===== src/rtl/pixel_write_queue_pkg.sv =====
// pixel_write_queue_pkg: shared framebuffer widths, command/state types and
// the address-packing helper for the pixel write queue.
package pixel_write_queue_pkg;

  localparam int FB_X_W     = 9;
  localparam int FB_Y_W     = 9;
  localparam int FB_COLOR_W = 15;

  typedef struct packed {
    logic [FB_X_W-1:0]     x;
    logic [FB_Y_W-1:0]     y;
    logic [FB_COLOR_W-1:0] color;
  } pix_cmd_t;

  typedef enum logic [1:0] {
    IDLE   = 2'd0,
    SETUP  = 2'd1,
    STROBE = 2'd2,
    HOLD   = 2'd3
  } wr_state_t;

  // SRAM address packs x into the MSBs, y into the LSBs.
  function automatic logic [FB_X_W+FB_Y_W-1:0] fb_addr(input logic [FB_X_W-1:0] x,
                                                       input logic [FB_Y_W-1:0] y);
    return {x, y};
  endfunction

endpackage


===== src/rtl/pixel_write_queue_if.sv =====
// pixel_write_queue_if: valid/ready pixel command channel from the renderers.
interface pixel_write_queue_if
  import pixel_write_queue_pkg::*;
#(
  parameter int X_W     = FB_X_W,
  parameter int Y_W     = FB_Y_W,
  parameter int COLOR_W = FB_COLOR_W
);

  logic               in_valid;
  logic               in_ready;
  logic [X_W-1:0]     in_x;
  logic [Y_W-1:0]     in_y;
  logic [COLOR_W-1:0] in_color;

  modport master (output in_valid, in_x, in_y, in_color, input in_ready);
  modport slave  (input in_valid, in_x, in_y, in_color, output in_ready);

endinterface


===== src/rtl/pixel_write_queue_sync_fifo.sv =====
// pixel_write_queue_sync_fifo: single-clock FIFO with an occupancy counter.
// Full and empty come from the registered level, so a pop while full does not
// free a push slot until the following cycle.
module pixel_write_queue_sync_fifo #(
  parameter int WIDTH = 8,
  parameter int DEPTH = 16
) (
  input  logic                   clk,
  input  logic                   rst,
  input  logic                   push,
  input  logic                   pop,
  input  logic [WIDTH-1:0]       wdata,
  output logic [WIDTH-1:0]       rdata,
  output logic                   full,
  output logic                   empty,
  output logic [$clog2(DEPTH):0] level
);

  localparam int PW = $clog2(DEPTH);
  localparam int LW = PW + 1;

  logic [WIDTH-1:0] mem [DEPTH];
  logic [PW-1:0]    wr_ptr;
  logic [PW-1:0]    rd_ptr;
  logic             do_push;
  logic             do_pop;

  assign full    = (level == LW'(DEPTH));
  assign empty   = (level == '0);
  assign do_push = push && !full;
  assign do_pop  = pop && !empty;
  assign rdata   = mem[rd_ptr];

  // Storage array; contents need no reset because level gates every read.
  always_ff @(posedge clk) begin
    if (do_push) begin
      mem[wr_ptr] <= wdata;
    end
  end

  // Pointers wrap naturally at the power-of-two depth; level tracks occupancy.
  always_ff @(posedge clk) begin
    if (rst) begin
      wr_ptr <= '0;
      rd_ptr <= '0;
      level  <= '0;
    end else begin
      if (do_push) begin
        wr_ptr <= wr_ptr + PW'(1);
      end
      if (do_pop) begin
        rd_ptr <= rd_ptr + PW'(1);
      end
      level <= level + LW'(do_push) - LW'(do_pop);
    end
  end

endmodule


===== src/rtl/pixel_write_queue.sv =====
// pixel_write_queue: buffers renderer pixel writes and drains them into the
// framebuffer SRAM only while the scan leaves SRAM free (wr_window). Each write
// is a 4-cycle IDLE/SETUP/STROBE/HOLD sequence; outside a write the scan
// address passes straight through to the SRAM pins.
// Optional feature: define PIXEL_QUEUE_CLEAR_EN to add clear_req/clear_busy,
// which sweeps the whole framebuffer with a latched fill colour.
module pixel_write_queue
  import pixel_write_queue_pkg::*;
#(
  parameter int DEPTH   = 16,
  parameter int X_W     = FB_X_W,
  parameter int Y_W     = FB_Y_W,
  parameter int COLOR_W = FB_COLOR_W
) (
  input  logic                   clk,
  input  logic                   rst,
  pixel_write_queue_if.slave     cmd,
  input  logic                   wr_window,
  input  logic [X_W+Y_W-1:0]     scan_addr,
  output logic [X_W+Y_W-1:0]     sram_addr,
  output logic [15:0]            sram_dq_out,
  output logic                   sram_dq_oe,
  output logic                   sram_we_n,
  output logic [$clog2(DEPTH):0] level,
  output logic                   overflow
`ifdef PIXEL_QUEUE_CLEAR_EN
  ,
  input  logic                   clear_req,
  output logic                   clear_busy
`endif
);

  localparam int AW = X_W + Y_W;
  localparam int EW = AW + COLOR_W;

  wr_state_t        state;
  wr_state_t        state_next;

  logic             fifo_full;
  logic             fifo_empty;
  logic             fifo_pop;
  logic [EW-1:0]    fifo_wdata;
  logic [EW-1:0]    fifo_rdata;

  logic             start_fifo;
  logic             start_write;
  logic [AW-1:0]    wr_addr;
  logic [COLOR_W-1:0] wr_data;

  assign fifo_wdata   = {cmd.in_x, cmd.in_y, cmd.in_color};
  assign cmd.in_ready = ~fifo_full;

`ifdef PIXEL_QUEUE_CLEAR_EN
  logic               start_clear;
  logic [AW-1:0]      clear_addr;
  logic [COLOR_W-1:0] fill_color;
  logic               cur_is_clear;
  logic               cur_last;

  assign start_clear = (state == IDLE) && wr_window && clear_busy;
  assign start_fifo  = (state == IDLE) && wr_window && !fifo_empty && !clear_busy;
  assign start_write = start_fifo || start_clear;
`else
  assign start_fifo  = (state == IDLE) && wr_window && !fifo_empty;
  assign start_write = start_fifo;
`endif

  assign fifo_pop = start_fifo;

  pixel_write_queue_sync_fifo #(
    .WIDTH (EW),
    .DEPTH (DEPTH)
  ) u_fifo (
    .clk   (clk),
    .rst   (rst),
    .push  (cmd.in_valid),
    .pop   (fifo_pop),
    .wdata (fifo_wdata),
    .rdata (fifo_rdata),
    .full  (fifo_full),
    .empty (fifo_empty),
    .level (level)
  );

  // Sticky overflow flag: any attempted push while full is remembered until reset.
  always_ff @(posedge clk) begin
    if (rst) begin
      overflow <= 1'b0;
    end else if (cmd.in_valid && fifo_full) begin
      overflow <= 1'b1;
    end
  end

  // Write FSM state register.
  always_ff @(posedge clk) begin
    if (rst) begin
      state <= IDLE;
    end else begin
      state <= state_next;
    end
  end

  // Next-state logic: a write only starts from IDLE; once started it always completes.
  always_comb begin
    state_next = state;
    case (state)
      IDLE:    if (start_write) state_next = SETUP;
      SETUP:   state_next = STROBE;
      STROBE:  state_next = HOLD;
      HOLD:    state_next = IDLE;
      default: state_next = IDLE;
    endcase
  end

  // Output register holding the address/data of the write in flight.
  always_ff @(posedge clk) begin
    if (rst) begin
      wr_addr <= '0;
      wr_data <= '0;
    end else if (start_fifo) begin
      wr_addr <= fifo_rdata[EW-1:COLOR_W];
      wr_data <= fifo_rdata[COLOR_W-1:0];
    end
`ifdef PIXEL_QUEUE_CLEAR_EN
    else if (start_clear) begin
      wr_addr <= clear_addr;
      wr_data <= fill_color;
    end
`endif
  end

  // SRAM pin mux: scan owns the bus in IDLE, the queue owns it for SETUP/STROBE/HOLD.
  always_comb begin
    sram_addr   = scan_addr;
    sram_dq_out = '0;
    sram_dq_oe  = 1'b0;
    sram_we_n   = 1'b1;
    case (state)
      SETUP, HOLD: begin
        sram_addr   = wr_addr;
        sram_dq_out = 16'(wr_data);
        sram_dq_oe  = 1'b1;
      end
      STROBE: begin
        sram_addr   = wr_addr;
        sram_dq_out = 16'(wr_data);
        sram_dq_oe  = 1'b1;
        sram_we_n   = 1'b0;
      end
      default: begin
        sram_addr = scan_addr;
      end
    endcase
  end

`ifdef PIXEL_QUEUE_CLEAR_EN
  // Clear sweep control: latch the fill colour, walk every address, drop busy after the last HOLD.
  always_ff @(posedge clk) begin
    if (rst) begin
      clear_busy   <= 1'b0;
      fill_color   <= '0;
      clear_addr   <= '0;
      cur_is_clear <= 1'b0;
      cur_last     <= 1'b0;
    end else begin
      if (clear_req && !clear_busy) begin
        clear_busy <= 1'b1;
        fill_color <= cmd.in_color;
        clear_addr <= '0;
      end
      if (start_clear) begin
        clear_addr   <= clear_addr + AW'(1);
        cur_is_clear <= 1'b1;
        cur_last     <= &clear_addr;
      end else if (start_fifo) begin
        cur_is_clear <= 1'b0;
      end
      if ((state == HOLD) && cur_is_clear && cur_last) begin
        clear_busy   <= 1'b0;
        cur_is_clear <= 1'b0;
      end
    end
  end
`endif

endmodule


===== src/flat_wrapper.sv =====
// flat-port wrapper written by rule: the top's interface ports become plain ports
module pixel_write_queue_flat import pixel_write_queue_pkg::*;
#(
  parameter int DEPTH   = 16,
  parameter int X_W     = FB_X_W,
  parameter int Y_W     = FB_Y_W,
  parameter int COLOR_W = FB_COLOR_W
)
  (clk, rst, wr_window, scan_addr, sram_addr, sram_dq_out, sram_dq_oe, sram_we_n, level, overflow, cmd_in_valid, cmd_in_x, cmd_in_y, cmd_in_color, cmd_in_ready);
  pixel_write_queue_if #(.X_W(X_W), .Y_W(Y_W), .COLOR_W(COLOR_W)) cmd_i ();
  input  logic clk;
  input  logic rst;
  input  logic wr_window;
  input  logic [X_W+Y_W-1:0] scan_addr;
  output logic [X_W+Y_W-1:0] sram_addr;
  output logic [15:0] sram_dq_out;
  output logic sram_dq_oe;
  output logic sram_we_n;
  output logic [$clog2(DEPTH):0] level;
  output logic overflow;
  input wire logic [$bits(cmd_i.in_valid)-1:0] cmd_in_valid;
  input wire logic [$bits(cmd_i.in_x)-1:0] cmd_in_x;
  input wire logic [$bits(cmd_i.in_y)-1:0] cmd_in_y;
  input wire logic [$bits(cmd_i.in_color)-1:0] cmd_in_color;
  output wire logic [$bits(cmd_i.in_ready)-1:0] cmd_in_ready;
  assign cmd_i.in_valid = cmd_in_valid;
  assign cmd_i.in_x = cmd_in_x;
  assign cmd_i.in_y = cmd_in_y;
  assign cmd_i.in_color = cmd_in_color;
  assign cmd_in_ready = cmd_i.in_ready;
  pixel_write_queue #(.DEPTH(DEPTH), .X_W(X_W), .Y_W(Y_W), .COLOR_W(COLOR_W)) u_core (.clk(clk), .rst(rst), .cmd(cmd_i), .wr_window(wr_window), .scan_addr(scan_addr), .sram_addr(sram_addr), .sram_dq_out(sram_dq_out), .sram_dq_oe(sram_dq_oe), .sram_we_n(sram_we_n), .level(level), .overflow(overflow));
endmodule

===== config.mk =====
export PLATFORM = sky130hd
export DESIGN_NAME = pixel_write_queue_flat
export DESIGN_NICKNAME = d
export VERILOG_FILES = /design/src/rtl/pixel_write_queue_pkg.sv /design/src/rtl/pixel_write_queue_if.sv /design/src/rtl/pixel_write_queue_sync_fifo.sv /design/src/rtl/pixel_write_queue.sv /design/src/flat_wrapper.sv
export SDC_FILE = /design/constraint.sdc
export NUM_CORES = 1
export LEC_CHECK = 0
export ABC_AREA = 1
export BUFFER_PORTS_ARGS = -buffer_cell sky130_fd_sc_hd__buf_2
export CORE_MARGIN = 2
export CORE_UTILIZATION = 45
export DETAILED_ROUTE_END_ITERATION = 10
export PLACE_DENSITY_LB_ADDON = 0.25
export SLEW_MARGIN = 20
export SYNTH_ARGS = -nofsm -noshare
export SYNTH_HDL_FRONTEND = slang
export SYNTH_HIERARCHICAL = 1
export SYNTH_SLANG_ARGS = --single-unit

===== constraint.sdc =====
create_clock -name clk -period 7.3 [get_ports clk]
set_clock_uncertainty 0.15 [all_clocks]
set_input_delay 1.46 -clock clk [delete_from_list [all_inputs] [get_ports clk]]
set_output_delay 1.46 -clock clk [all_outputs]
set_load 0.02 [all_outputs]

Word level (Yosys, flattened, before mapping)
Memory sizes are Yosys's and may differ from the RTL's. A register that Yosys moved wholly into a read port is not among the register bits.
Cells that the tools add are included.
Storage, ports and cells
  register bits: 16
  memory bits (writable): 528
  input port bits: 55
  word-level logic and storage cells: 34
  memories: 1
Cells by class
  $add $sub $neg: 4
  equal/unequal tests: 5
  multiplexer cells: 8
  bitwise operators: 1
  reduce and logical (&&, ||, !) cells: 10
Memory list
  u_core.u_fifo.mem: words 16, bits a word 33, read ports 1, clocked after Yosys merged registers in 1, write ports 1, line pixel_write_queue_sync_fifo.sv:22  | logic [WIDTH-1:0] mem [DEPTH];
Operator list (count)
  $mux W18: 1
  $mux W15: 1
  $add A4 B1 Y4 const B: 2
  $pmux W2 S4: 1
  $add A5 B1 Y5: 1
  $eq A5 B5 Y1 const B: 1
  $logic_and A1 B1 Y1: 5
  $logic_not A5 Y1: 1
  $sub A5 B1 Y5: 1
  $eq A2 B2 Y1 const B: 2
  $mux W1: 4
  $reduce_or A3 Y1: 1
  $eq A2 B1 Y1 const B: 1
  $logic_not A1 Y1: 2
  $logic_not A2 Y1: 1
  $mux W2: 1
  $ne A2 B2 Y1 const B: 1
  $not A1 Y1: 1

Logic depth before layout (Yosys ltp)
Gate-level depths: netlist (run 1).
  depth in word-level cells: 5
  mapped depth: 20
  mapped depth without buffers: 19

Cells and area by module
Netlist (run 1), hierarchy kept.
Modules (own cells, without submodules)
  pixel_write_queue_sync_fifo: instances 1, cells an instance 2259, area each 23428.7 um^2
  pixel_write_queue: instances 1, cells an instance 256, area each 1707.9 um^2

Least setup slack after synthesis (run 1)
Ideal clock, no wire load.
  kind: input-to-reg
  from: in cmd_in_valid
  to: mem u_core/u_fifo/mem[0][0] (netlist name) (enable)
  arrival: 3.201 ns
  setup slack: 3.526 ns
  stages: 4
  path buffers: 0
  path through: nand2_1 -> inv_1 -> nand2_1 -> nor2_1
On the way
  cells in the longest elaborated chain, start to end: 3
Ends and longest elaborated chain
  start, declared: line flat_wrapper.sv:21  | input wire logic [$bits(cmd_i.in_valid)-1:0] cmd_in_valid;
  $logic_and A1 B1 Y1: line pixel_write_queue_sync_fifo.sv:30  | assign do_push = push && !full;
  $mux W1: line pixel_write_queue_sync_fifo.sv:36  | if (do_push) begin
  $mux W1 (not written as such): line pixel_write_queue_sync_fifo.sv:37  | mem[wr_ptr] <= wdata;
  end, declared: line pixel_write_queue_sync_fifo.sv:22
Every way passes these cells.

Final worst setup path (run 1)
  from: reg u_core.state[0]
  to: out sram_addr[0]
On the way
  cells in the longest elaborated chain, start to end: 3
Ends and longest elaborated chain
  start, declared: line pixel_write_queue.sv:36  | wr_state_t state;
  start signal, assigned: line pixel_write_queue.sv:99  | state <= state_next;
  $eq A2 B1 Y1 or $eq A2 B2 Y1 (tied branches): line pixel_write_queue.sv:138  | case (state)
  $reduce_or A3 Y1 (no line) (*)
  $mux W18 (*): line pixel_write_queue.sv:138
  end, declared: line flat_wrapper.sv:15  | output logic [X_W+Y_W-1:0] sram_addr;
Every way passes the cells marked *; elsewhere a longest branch is shown, timed or not.

==> metrics.md, run 1 <==
| Metric | Value |
|---|---|
| Most frequent cells in the layout | 773 x sky130_fd_sc_hd__nand2_1, 528 x sky130_fd_sc_hd__edfxtp_1, 438 x sky130_fd_sc_hd__inv_1 |
| Sequential standard cell area | 0.01693 mm^2 |
| Register clock-pin slew on the reported worst setup and hold paths | 0.06 ns |
| Total track usage | 22.36% |
| Path category of the worst min-delay check | flip-flop to flip-flop |
| Count of maximum capacitance violations | 0 |
| Crit path kind | flip-flop to primary output |
| Seq cells post-synth | 581 |
| Leading cell type in the layout, fill and taps excluded | sky130_fd_sc_hd__nand2_1 |
| Critical R2R Launch | u_core/u_fifo/level[3] |
| Number of max-slew violations in the final report | 0 |
| Synth Net Count | 2585 |
| Post-Place Cells | 3264 |
| Total detailed-routing wirelength | 63.77 mm |
| DRC | 0 |
| Clock Root Buffer | sky130_fd_sc_hd__clkbuf_16 |
| Critical Path AT | 2.87 ns |
| Type of element capturing the critical path | primary output |
| Final Core Density | approximately half |
| Filler Cell Count | between 4000 and 5000 |
| Number of standard cells in the final layout excluding fillers | approximately 3400 |
| Die outline area | 0.05777 mm^2 |
| Number of routed nets with antenna violations | 0 |
| Horiz. Die Dim | approximately 240 um |
| Data required time at the worst endpoint | ~5.7 ns |
| H-tree depth reported by CTS | 2 |
| Number of top-level pins | 98 |
| Total vias in the final route | 17160 |
| Setup violations, final | 0 |
| Largest cells by area after synthesis | sky130_fd_sc_hd__edfxtp_1 63%, sky130_fd_sc_hd__nand2_1 12%, sky130_fd_sc_hd__nand3_1 8.0% |
| Final sum of negative setup slack | 0 ns |
| Share of post-route cells with drive strength above 1 | under 10% |
| Largest driver fanout on the critical path | 34 |
| Post-synthesis sequential area ratio | 67.30% |
| Worst setup path endpoint | sram_addr[0] |
| Area taken by multi-input logic gates | 0.006011 mm^2 |
| Worst reg-to-reg path cell count | 19 |
| Drt first-iter violations | ~1600 |
| Buffers inserted by post-CTS timing repair | 0 |
| Cell type with the highest aggregate area in the netlist | sky130_fd_sc_hd__edfxtp_1 |
| Maximum number of pins on one net before global-route repair | 110 |
| Register-to-register setup slack | 3.40 ns |
| Min-Delay Path Depth | 2 |
| Count of hold buffers inserted by post-cts repair | 0 |
| Setup repair after global routing missed its margin | false |
| Min cycle time layout | 4.480 ns |
| F_max | 223.2 MHz |
| Launching instance or port of the critical path | u_core/state[0] |
| Total congestion overflow after global routing | 0 |
| Effective utilization at floorplan | 45.54% |
| Syn Inst Count | 2515 |
| Latest clock arrival within the worst-skew pair | 0.62 ns |
| Final cycle utilization of the critical path | 61.37% |
| Worst Max-Slew Pin Slew | 1.086 ns |
| Core box area | 0.05520 mm^2 |
| Number of placement rows | 86 |
| Detail-routed via count per cell | a little over 5 |
| Per-instance average area after synthesis | ~10 um^2 |
| Number of global-route vias before repair | 16330 |
| Cell Area, Synth | 0.02514 mm^2 |
| Detailed Routing Iterations Pass 1 | 5 |
| Power density cells | 336.3 mW/mm^2 |
| Layout Area Growth over Synthesis | 12.08% |
| Hold Fails Final Rpt | 0 |
| Gp weighted congestion | 0.8517 |
| Cell leakage power | 12.03 nW |
| Largest vdd supply drop | ~0.38 mV |
| Die extent in y | 240.3 um |
| Number of sinks driven by the clock tree | 581 |
| Cts bufs inserted | ~60 |
| Reg2reg end | u_core/u_fifo/level[4] |
| Warnings from Yosys | 6 |
| Number of input and output port buffers inserted | 96 |
| CTS tree | built |
| Buffer depth of the longest clock path | 3 |
| Count of distinct cell types in the synthesized netlist | 27 |
| Routed wire length per instance | around 19 um |
| Post-layout nets | between 2000 and 3000 |
| Antenna violations before repair | 2 |
| Area share of the leading cell type in the synthesized netlist | 63.08% |
| HPWL Detailed | approximately 34 mm |
| Remaining max-slew budget at the tightest pin | 27.61% |
| Category of the worst setup path launch point | flip-flop |
| Wire length of the first global-routing pass | 96.72 mm |
| Post-CTS Resized | 0 |
| Run status | complete, no violations |
## state kept, by name, summed over array words and instances, names as in the netlist, named ones only
register              cells
u_core/u_fifo/rd_ptr      4
u_core/u_fifo/level       5
u_core/state              2
u_core/u_fifo/mem       528
u_core/wr_data           15
u_core/overflow           1
u_core/wr_addr           18
u_core/u_fifo/wr_ptr      4
## per-stage QoR
step	setup slack (ns)	power [W]	area, um^2	hold slack, ns
6_report	2.820	0.009475	28170	0.3144
5_1_grt	2.685	0.009979	28170	0.3648
4_1_cts	2.749	0.009531	28170	0.3265
3_5_place_dp	2.865	0.006627	26290	0.3125
3_3_place_gp	2.858	0.006582	26230	0.2970
2_1_floorplan	3.526	0.005881	25140	0.3040
## critical path, cell delays in order (launching register included)
cell and delay, ns:
sky130_fd_sc_hd__dfxtp_1 0.30, sky130_fd_sc_hd__inv_1 0.12, sky130_fd_sc_hd__ha_2 0.84, sky130_fd_sc_hd__inv_2 0.46, sky130_fd_sc_hd__nand2_1 0.29, sky130_fd_sc_hd__nand2_1 0.07
sky130_fd_sc_hd__buf_2 0.16
## layout make-up
cell class	count	share of cell area, %
multi-input cells	1366	21.34
repair buffers	124	2.607
flip-flops and latches	581	60.08
diodes	1	0.008883
clock buffers	85	5.991
well taps	748	3.322
clock inverters	26	0.6795
inverters	445	5.974
## how the worst min path moves through the flow
stage                                  from                end
after detailed placement    u_core/overflow    u_core/overflow
after floorplan           u_core/wr_data[0]  u_core/wr_data[0]
after global placement      u_core/overflow    u_core/overflow
final                       u_core/overflow    u_core/overflow
after global routing      u_core/wr_data[3]  u_core/wr_data[3]
after CTS                   u_core/overflow    u_core/overflow
## routing by layer
metal / global-route usage, % / share of wire (%) / wire, um / up-vias
met5: 0 / 0 / 0 / -
met4: 7.510 / 2.8 / 1812 / 0
met3: 2.859 / 6.3 / 4010 / 102
met2: 37.24 / 47 / 30260 / 604
met1: 30.37 / 43 / 27690 / 8265
li1: - / - / - / 8188
## report_power, final
group / switching (W) / internal [W] / leakage [nW]
logic: 0.00184 / 0.000731 / 5.91
clock network: 0.00124 / 0.00167 / 0.916
registers: 0.000155 / 0.00383 / 5.21
total: 0.00324 / 0.00624 / 12.0
## cell usage after synthesis, drive strengths merged
cell type    n
a21boi       1
a21oi        5
and3         1
buf        105
clkbuf      18
conb         1
dfxtp       53
edfxtp     528
fa           1
ha          14
inv        445
nand2      773
nand3      403
nand4        3
nor2       123
o21ai       38
xor2         3
## cell families (layout without fill, tap and decap cells)
kind of cell | Yosys count | in the layout | share of synthesized area [%]
buf+inv | 568 | 680 | 9.278
fa+ha+maj | 15 | 15 | 0.7765
simple gates | 1303 | 1303 | 21.64
compound gates | 44 | 44 | 0.8860
xor+xnor | 3 | 3 | 0.1045
flops | 581 | 581 | 67.30
other cells | 1 | 2 | 0.01492
Note: power is estimated with default switching activity, not from simulation.
==> run 2: changes to the inputs <==
==> constraint.sdc (replaced) <==
create_clock -name clk -period 4.1 [get_ports clk]
set_clock_uncertainty 0.15 [all_clocks]
set_input_delay 0.82 -clock clk [delete_from_list [all_inputs] [get_ports clk]]
set_output_delay 0.82 -clock clk [all_outputs]
set_load 0.02 [all_outputs]
==> run 2 against run 1 <==
  * Critical path depth unchanged
  * Global-route usage down 0.23 points
  * Combinational power up 84%
  * Largest cell class unchanged
  * Wire length down 1.4%
  * Critical path type unchanged
==> metrics.md, run 2 (synthesis results as in run 1) <==
| Metric | Value |
|---|---|
| Cell at the slowest stage of the critical path | sky130_fd_sc_hd__buf_4 |
| Filler Cell Count | 4836 (-2.3%) |
| Largest delay share family, worst path | buffers and inverters |
| Die extent in y | 240.3 um (unchanged) |
| Critical R2R Launch | u_core/u_fifo/level[2] |
| Data required time at the worst endpoint | 3.13 ns (-2.56 ns) |
| Final sum of negative setup slack | 0 ns (unchanged) |
| Number of placement rows | 86 (unchanged) |
| Cell mode on critical path | sky130_fd_sc_hd__nand2_1 |
| Drt first-iter violations | 1512 (-6.8%) |
| Sum of buffers and inverters on the critical path | 3 (unchanged) |
| Wire length of the first global-routing pass | 96.52 mm (-0.21%) |
| F_max | roughly 330 MHz |
| Horiz. Die Dim | 240.3 um (unchanged) |
| Number of sinks driven by the clock tree | 581 (unchanged) |
| Core box area | 0.05520 mm^2 (unchanged) |
| Power density cells | 600.2 mW/mm^2 (+78%) |
| Antenna violations before repair | 1 (-1) |
| Type of element capturing the critical path | primary output |
| Total track usage | 22.13% (-0.23 points) |
| Share of post-route cells with drive strength above 1 | 10.14% (+0.81 points) |
| WL met1 | 25.74 mm (-7.0%) |
| Number of global-route vias before repair | 16850 (+3.2%) |
| Most frequent cells in the layout | 773 x sky130_fd_sc_hd__nand2_1, 528 x sky130_fd_sc_hd__edfxtp_1, 438 x sky130_fd_sc_hd__inv_1 |
| Run status | complete, no violations |
| Total congestion overflow after global routing | 0 (unchanged) |
| Remaining max-slew budget at the tightest pin | 30.78% (+3.2 points) |
| Total detailed-routing wirelength | 62.87 mm (-1.4%) |
| Detailed-routed wire length on met3 | 4.924 mm (+23%) |
| Slowest stage delay, CP | 0.46 ns (-0.38 ns) |
| Post-layout total power | 0.01708 W (+80%) |
| Clock Root Buffer | sky130_fd_sc_hd__clkbuf_16 |
| Routed wire length per instance | 18.52 um (-1.9%) |
| Min cycle time layout | 3.037 ns |
| Worst Max-Slew Pin Slew | 1.037 ns (-0.04913 ns) |
| Maximum number of pins on one net before global-route repair | 133 (+21%) |
| Gp weighted congestion | 0.8385 (-1.5%) |
| Path category of the worst min-delay check | flip-flop to flip-flop |
| Number of routed nets with antenna violations | 0 (unchanged) |
| Launching instance or port of the critical path | u_core/state[1] |
| Die outline area | 0.05777 mm^2 (unchanged) |
| CTS tree | built |
| Cts bufs inserted | 60 (+1.7%) |
| Number of input and output port buffers inserted | 96 (unchanged) |
| Latest clock arrival within the worst-skew pair | 0.63 ns (about the same) |
| Detailed Routing Iterations Pass 1 | 5 (unchanged) |
| HPWL Detailed | 35.35 mm (+4.4%) |
| Leading cell type in the layout, fill and taps excluded | sky130_fd_sc_hd__nand2_1 |
| Total vias in the final route | 17290 (+0.74%) |
| Count of maximum capacitance violations | 0 (unchanged) |
| Setup repair after global routing missed its margin | false |
| Post-layout nets | 2662 (+0.57%) |
| Largest register FFs | 528 (unchanged) |
| Cell leakage power | 12.18 nW (+1.3%) |
| Register clock-pin slew on the reported worst setup and hold paths | 0.06 ns (about the same) |
| Detail Route met2 WL | 29.95 mm (-1.0%) |
| Detail-routed via count per cell | 5.093 (+0.21%) |
| Count of hold buffers inserted by post-cts repair | 0 (unchanged) |
| Final cycle utilization of the critical path | 74.07% |
| Effective utilization at floorplan | 45.54% (unchanged) |
| Critical-path cell list | inv_1 -> ha_2 -> buf_4 -> nand2_1 -> nand2_1 -> buf_2 |
| Highest layer used for signal routing | met4 |
| H-tree depth reported by CTS | 2 (unchanged) |
| Post-CTS Resized | 0 (unchanged) |
| Buffers inserted by post-CTS timing repair | 0 (unchanged) |
| Leading registers by flop count | u_core/u_fifo/mem x528, u_core/wr_addr x18, u_core/wr_data x15 |
| Buffer depth of the longest clock path | 3 (unchanged) |
| Largest vdd supply drop | 0.3506 mV (-8.4%) |
| Number of top-level pins | 98 (unchanged) |
| Hold Fails Final Rpt | 0 (unchanged) |
| Setup violations, final | 0 (unchanged) |
| Startpoint of the worst hold path | u_core/overflow |
| Critical Path AT | 2.07 ns (-0.80 ns) |
| Layout Area Growth over Synthesis | 13.25% |
| Reg with most FFs | u_core/u_fifo/mem |
| Crit path kind | flip-flop to primary output |
| DRC | 0 (unchanged) |
| Category of the worst setup path launch point | flip-flop |
| Largest driver fanout on the critical path | 33 (-2.9%) |
| Number of max-slew violations in the final report | 0 (unchanged) |
==> run 2: routing by layer <==
metal  track usage, %  vias up
li1                 -     8212
met5                0        -
met2            36.66      648
met4            8.997        0
met1            28.98     8306
met3            3.766      120
==> run 2: area by class of cell <==
class / instances / area [um^2] / area share [%]
repair buffers: 138 / 958.4 / 3.367
clock buffers: 94 / 1802 / 6.329
clock inverters: 20 / 145.1 / 0.5099
multi-input cells: 1366 / 6011 / 21.12
diodes: 2 / 5.005 / 0.01758
well taps: 748 / 935.9 / 3.288
inverters: 445 / 1683 / 5.912
flip-flops and latches: 581 / 16930 / 59.46
==> run 2: worst register-to-register path: stages, from the launching register on <==
cell and delay (ns):
sky130_fd_sc_hd__dfxtp_1 0.32, sky130_fd_sc_hd__inv_1 0.08, sky130_fd_sc_hd__ha_1 0.18, sky130_fd_sc_hd__nand4_1 0.22, sky130_fd_sc_hd__inv_1 0.12, sky130_fd_sc_hd__inv_1 0.08, sky130_fd_sc_hd__nand3_4 0.08, sky130_fd_sc_hd__inv_6 0.03
sky130_fd_sc_hd__nand2_1 0.11, sky130_fd_sc_hd__inv_1 0.09, sky130_fd_sc_hd__ha_1 0.28, sky130_fd_sc_hd__inv_1 0.04, sky130_fd_sc_hd__ha_1 0.20, sky130_fd_sc_hd__fa_1 0.43, sky130_fd_sc_hd__nand2_1 0.11, sky130_fd_sc_hd__a21oi_1 0.07
sky130_fd_sc_hd__nor2_1 0.12, sky130_fd_sc_hd__nand2_1 0.06, sky130_fd_sc_hd__nand2_1 0.05, sky130_fd_sc_hd__nor2_1 0.04
==> run 2: worst paths after layout <==
| check | to | slack [ns] | cells after the start |
|---|---|---|---|
| worst min-delay path | u_core/overflow | 0.31 | 2 |
| worst min register to register | u_core/overflow | 0.31 | 2 |
| worst max register to register | u_core/u_fifo/level[4] | 1.14 | 19 |
| worst max-delay path | sram_addr[16] | 1.06 | 6 |
==> run 2: where the power goes <==
part	leakage [nW]	internal [W]	total, W	switching, W
registers	5.21	0.00682	0.00702	0.000195
clock network	0.958	0.00308	0.00534	0.00226
logic	6.02	0.00141	0.00473	0.00331
==> run 2: through the flow <==
stage               util (%)  hold WS [ns]  worst slack [ns]  std cells  cell area, um^2
finish                 51.57        0.3089             1.063       3394            28470
global route           51.56        0.2993            0.8757       3393            28460
CTS                    51.56        0.2803            0.9889       3392            28460
detailed placement     48.03        0.3011             1.039       3278            26510
global placement       48.03        0.3011             1.092       3278            26510
floorplan                  -        0.3040            0.8844       2515            25140
==> run 3: changes to the inputs <==
==> constraint.sdc (replaced) <==
create_clock -name clk -period 2.58 [get_ports clk]
set_clock_uncertainty 0.15 [all_clocks]
set_input_delay 0.516 -clock clk [delete_from_list [all_inputs] [get_ports clk]]
set_output_delay 0.516 -clock clk [all_outputs]
set_load 0.02 [all_outputs]
==> run 3 against run 2 <==
  * Worst hold slack lost 0.26 ns
  * Combinational power grew 72%
  * Die area is the same
  * Critical path depth shrank 1
  * Largest cell class unchanged
  * Highest routed layer is now met5
==> metrics.md, run 3 (synthesis results as in run 1) <==
| Metric | Value |
|---|---|
| Sum of buffers and inverters on the critical path | 3 (unchanged) |
| Detail-routed via count per cell | 4.979 (-2.2%) |
| Leading registers by flop count | u_core/u_fifo/mem x528, u_core/wr_addr x18, u_core/wr_data x15 |
| CTS tree | built |
| Internal power | 0.01865 W (+65%) |
| Register clock-pin slew on the reported worst setup and hold paths | 0.06 ns (about the same) |
| Worst Max-Slew Pin Slew | 0.6760 ns (-0.3608 ns) |
| Combinational fraction of design power | 29.0% (+1.3 points) |
| Category of the worst setup path launch point | flip-flop |
| Largest register FFs | 528 (unchanged) |
| Post-layout nets | 2687 (+0.94%) |
| Clock Power Share | 31.3% (about the same) |
| Number of global-route vias before repair | 16360 (-2.9%) |
| Most frequent cells in the layout | 768 x sky130_fd_sc_hd__nand2_1, 528 x sky130_fd_sc_hd__edfxtp_1, 431 x sky130_fd_sc_hd__inv_1 |
| Largest vdd supply drop | 0.6807 mV (+94%) |
| Run status | complete, no violations |
| Largest delay share family, worst path | buffers and inverters |
| Latest clock arrival within the worst-skew pair | 0.64 ns (about the same) |
| Cts bufs inserted | 59 (-1.7%) |
| Register-to-register setup slack | 0.09 ns (-1.05 ns) |
| Core box area | 0.05520 mm^2 (unchanged) |
| H-tree depth reported by CTS | 2 (unchanged) |
| Number of top-level pins | 98 (unchanged) |
| Buffer depth of the longest clock path | 3 (unchanged) |
| Count of maximum capacitance violations | 0 (unchanged) |
| Layout Area Growth over Synthesis | 15.90% |
| Routed wire length per instance | 17.90 um (-3.3%) |
| HPWL Detailed | 31.93 mm (-9.7%) |
| Worst reg-to-reg path cell count | 19 (unchanged) |
| Met2 usage | 36.92% (+0.25 points) |
| Cell at the slowest stage of the critical path | sky130_fd_sc_hd__dfxtp_2 |
| Startpoint of the worst hold path | cmd_in_valid |
| Setup violations, final | 0 (unchanged) |
| Power density cells | 961.4 mW/mm^2 (+60%) |
| Number of routed nets with antenna violations | 0 (unchanged) |
| Net switching component of the power | 0.009362 W (+62%) |
| Path category of the worst min-delay check | input port to flip-flop |
| Share of post-route cells with drive strength above 1 | 11.93% (+1.8 points) |
| Critical R2R Launch | u_core/u_fifo/level[2] |
| Largest driver fanout on the critical path | 8 (-76%) |
| Number of max-slew violations in the final report | 0 (unchanged) |
| Number of input and output port buffers inserted | 96 (unchanged) |
| Final cycle utilization of the critical path | a little over nine tenths |
| Min cycle time layout | 2.549 ns |
| Die outline area | 0.05777 mm^2 (unchanged) |
| Reg2reg end | u_core/u_fifo/level[4] |
| Data required time at the worst endpoint | 1.91 ns (-1.22 ns) |
| Hold worst-path end | u_core/overflow |
| Hold Fails Final Rpt | 0 (unchanged) |
| Critical Path AT | 1.88 ns (-0.19 ns) |
| Horiz. Die Dim | 240.3 um (unchanged) |
| Total congestion overflow after global routing | 0 (unchanged) |
| # diodes | 0 (-2) |
| Number of sinks driven by the clock tree | 581 (unchanged) |
| Slowest stage delay, CP | 0.33 ns (-0.13 ns) |
| Post-layout total power | 0.02801 W (+64%) |
| Die extent in y | 240.3 um (unchanged) |
| Drt first-iter violations | 1333 (-12%) |
| F_max | approximately 390 MHz |
| Setup repair after global routing missed its margin | true |
| Remaining max-slew budget at the tightest pin | 54.46% (+24 points) |
| Effective utilization at floorplan | 45.54% (unchanged) |
| Clock Root Buffer | sky130_fd_sc_hd__clkbuf_16 |
| Dpl cell area | 0.02695 mm^2 (+1.7%) |
| Gp weighted congestion | 0.7624 (-9.1%) |
| Maximum number of pins on one net before global-route repair | 112 (-16%) |
| Global routing's busiest layer | met2 |
| Reg with most FFs | u_core/u_fifo/mem |
| DRC | 0 (unchanged) |
| Layout Cell Area excl Fill | 0.02913 mm^2 (+2.3%) |
| Crit path kind | flip-flop to primary output |
| Final sum of negative setup slack | 0 ns (unchanged) |
| Detailed Routing Iterations Pass 1 | 6 (+1) |
| Number of placement rows | 86 (unchanged) |
| Worst hold margin | 0.04491 ns (-0.2640 ns) |
| Wire length of the first global-routing pass | 92.43 mm (-4.2%) |
| Type of element capturing the critical path | primary output |
| Global routing usage on met1 | 26.88% (-2.1 points) |
| Total detailed-routing wirelength | 61.13 mm (-2.8%) |
| Sw frac | 33.43% (-0.35 points) |
| Antenna violations before repair | 1 (unchanged) |
| GR Layer Usage met3 | 3.754% (-0.011 points) |
| Total vias in the final route | 17000 (-1.7%) |
| Total track usage | 21.12% (-1.0 points) |
| Reg power frac | 39.7% (-1.4 points) |
| Cell leakage power | 12.41 nW (+1.9%) |
| Leading cell type in the layout, fill and taps excluded | sky130_fd_sc_hd__nand2_1 |
| Critical-path cell list | inv_2 -> ha_4 -> clkbuf_16 -> nor2_2 -> buf_4 |
| Min-Delay Path Depth | 3 (+1) |
run 3: timing repair:
item / CTS / global route
hold buffers: 1 / 0
resized for setup: 1 / 31
cloned: 0 / 3
setup endpoints to repair: 18 / 36
buffers inserted: 0 / 5
pin swaps: 0 / 10
hold endpoints to repair: 3 / 0
run 3: layout make-up:
cell class | instances | area, um^2
Tap cell | 748 | 935.9
Multi-Input combinational cell | 1366 | 6105
Inverter | 445 | 1695
Clock inverter | 39 | 439.2
Clock buffer | 71 | 1541
Fill cell | 4715 | 26070
Sequential cell | 581 | 16940
Timing Repair Buffer | 164 | 1481
run 3: through the flow:
| step | setup WS [ns] | std cells | util (%) |
|---|---|---|---|
| 6_report | 0.03070 | 3414 | 52.78 |
| 5_1_grt | -0.05748 | 3414 | 52.78 |
| 4_1_cts | 0.004091 | 3406 | 52.44 |
| 3_5_place_dp | 0.07397 | 3295 | 48.83 |
| 3_3_place_gp | 0.05555 | 3295 | 48.83 |
| 2_1_floorplan | -0.1863 | 2515 | - |
run 3: power by group through the flow:
stage                     combinational [W]  clock, W  sequential (W)
after floorplan                     0.00548         0          0.0113
after global placement              0.00763         0          0.0113
after detailed placement            0.00774         0          0.0113
after CTS                           0.00778   0.00891          0.0111
after global routing                0.00906   0.00927          0.0112
final                               0.00813   0.00876          0.0111
run 3: worst min-delay path: stages:
cell and delay [ns]:
sky130_fd_sc_hd__buf_2 0.12, sky130_fd_sc_hd__a21oi_1 0.07, sky130_fd_sc_hd__nor2_1 0.08
run 3: how the worst max path moves through the flow:
stage,slack [ns],depth (start not counted),to,from
after floorplan,-0.19,20,u_core/u_fifo/level[4],u_core/u_fifo/level[3]
after global placement,0.06,19,u_core/u_fifo/level[4],u_core/u_fifo/level[3]
after detailed placement,0.07,19,u_core/u_fifo/level[4],u_core/u_fifo/level[3]
after CTS,0.004,6,sram_addr[13],u_core/state[1]
after global routing,-0.06,19,u_core/u_fifo/level[4],u_core/u_fifo/level[2]
final,0.03,5,sram_dq_out[10],u_core/state[1]
run 3: per-layer routing:
layer,routed length [um],up-vias
met5,13,-
met3,3997,104
met4,1581,2
met1,25490,8082
li1,-,8275
met2,30050,536
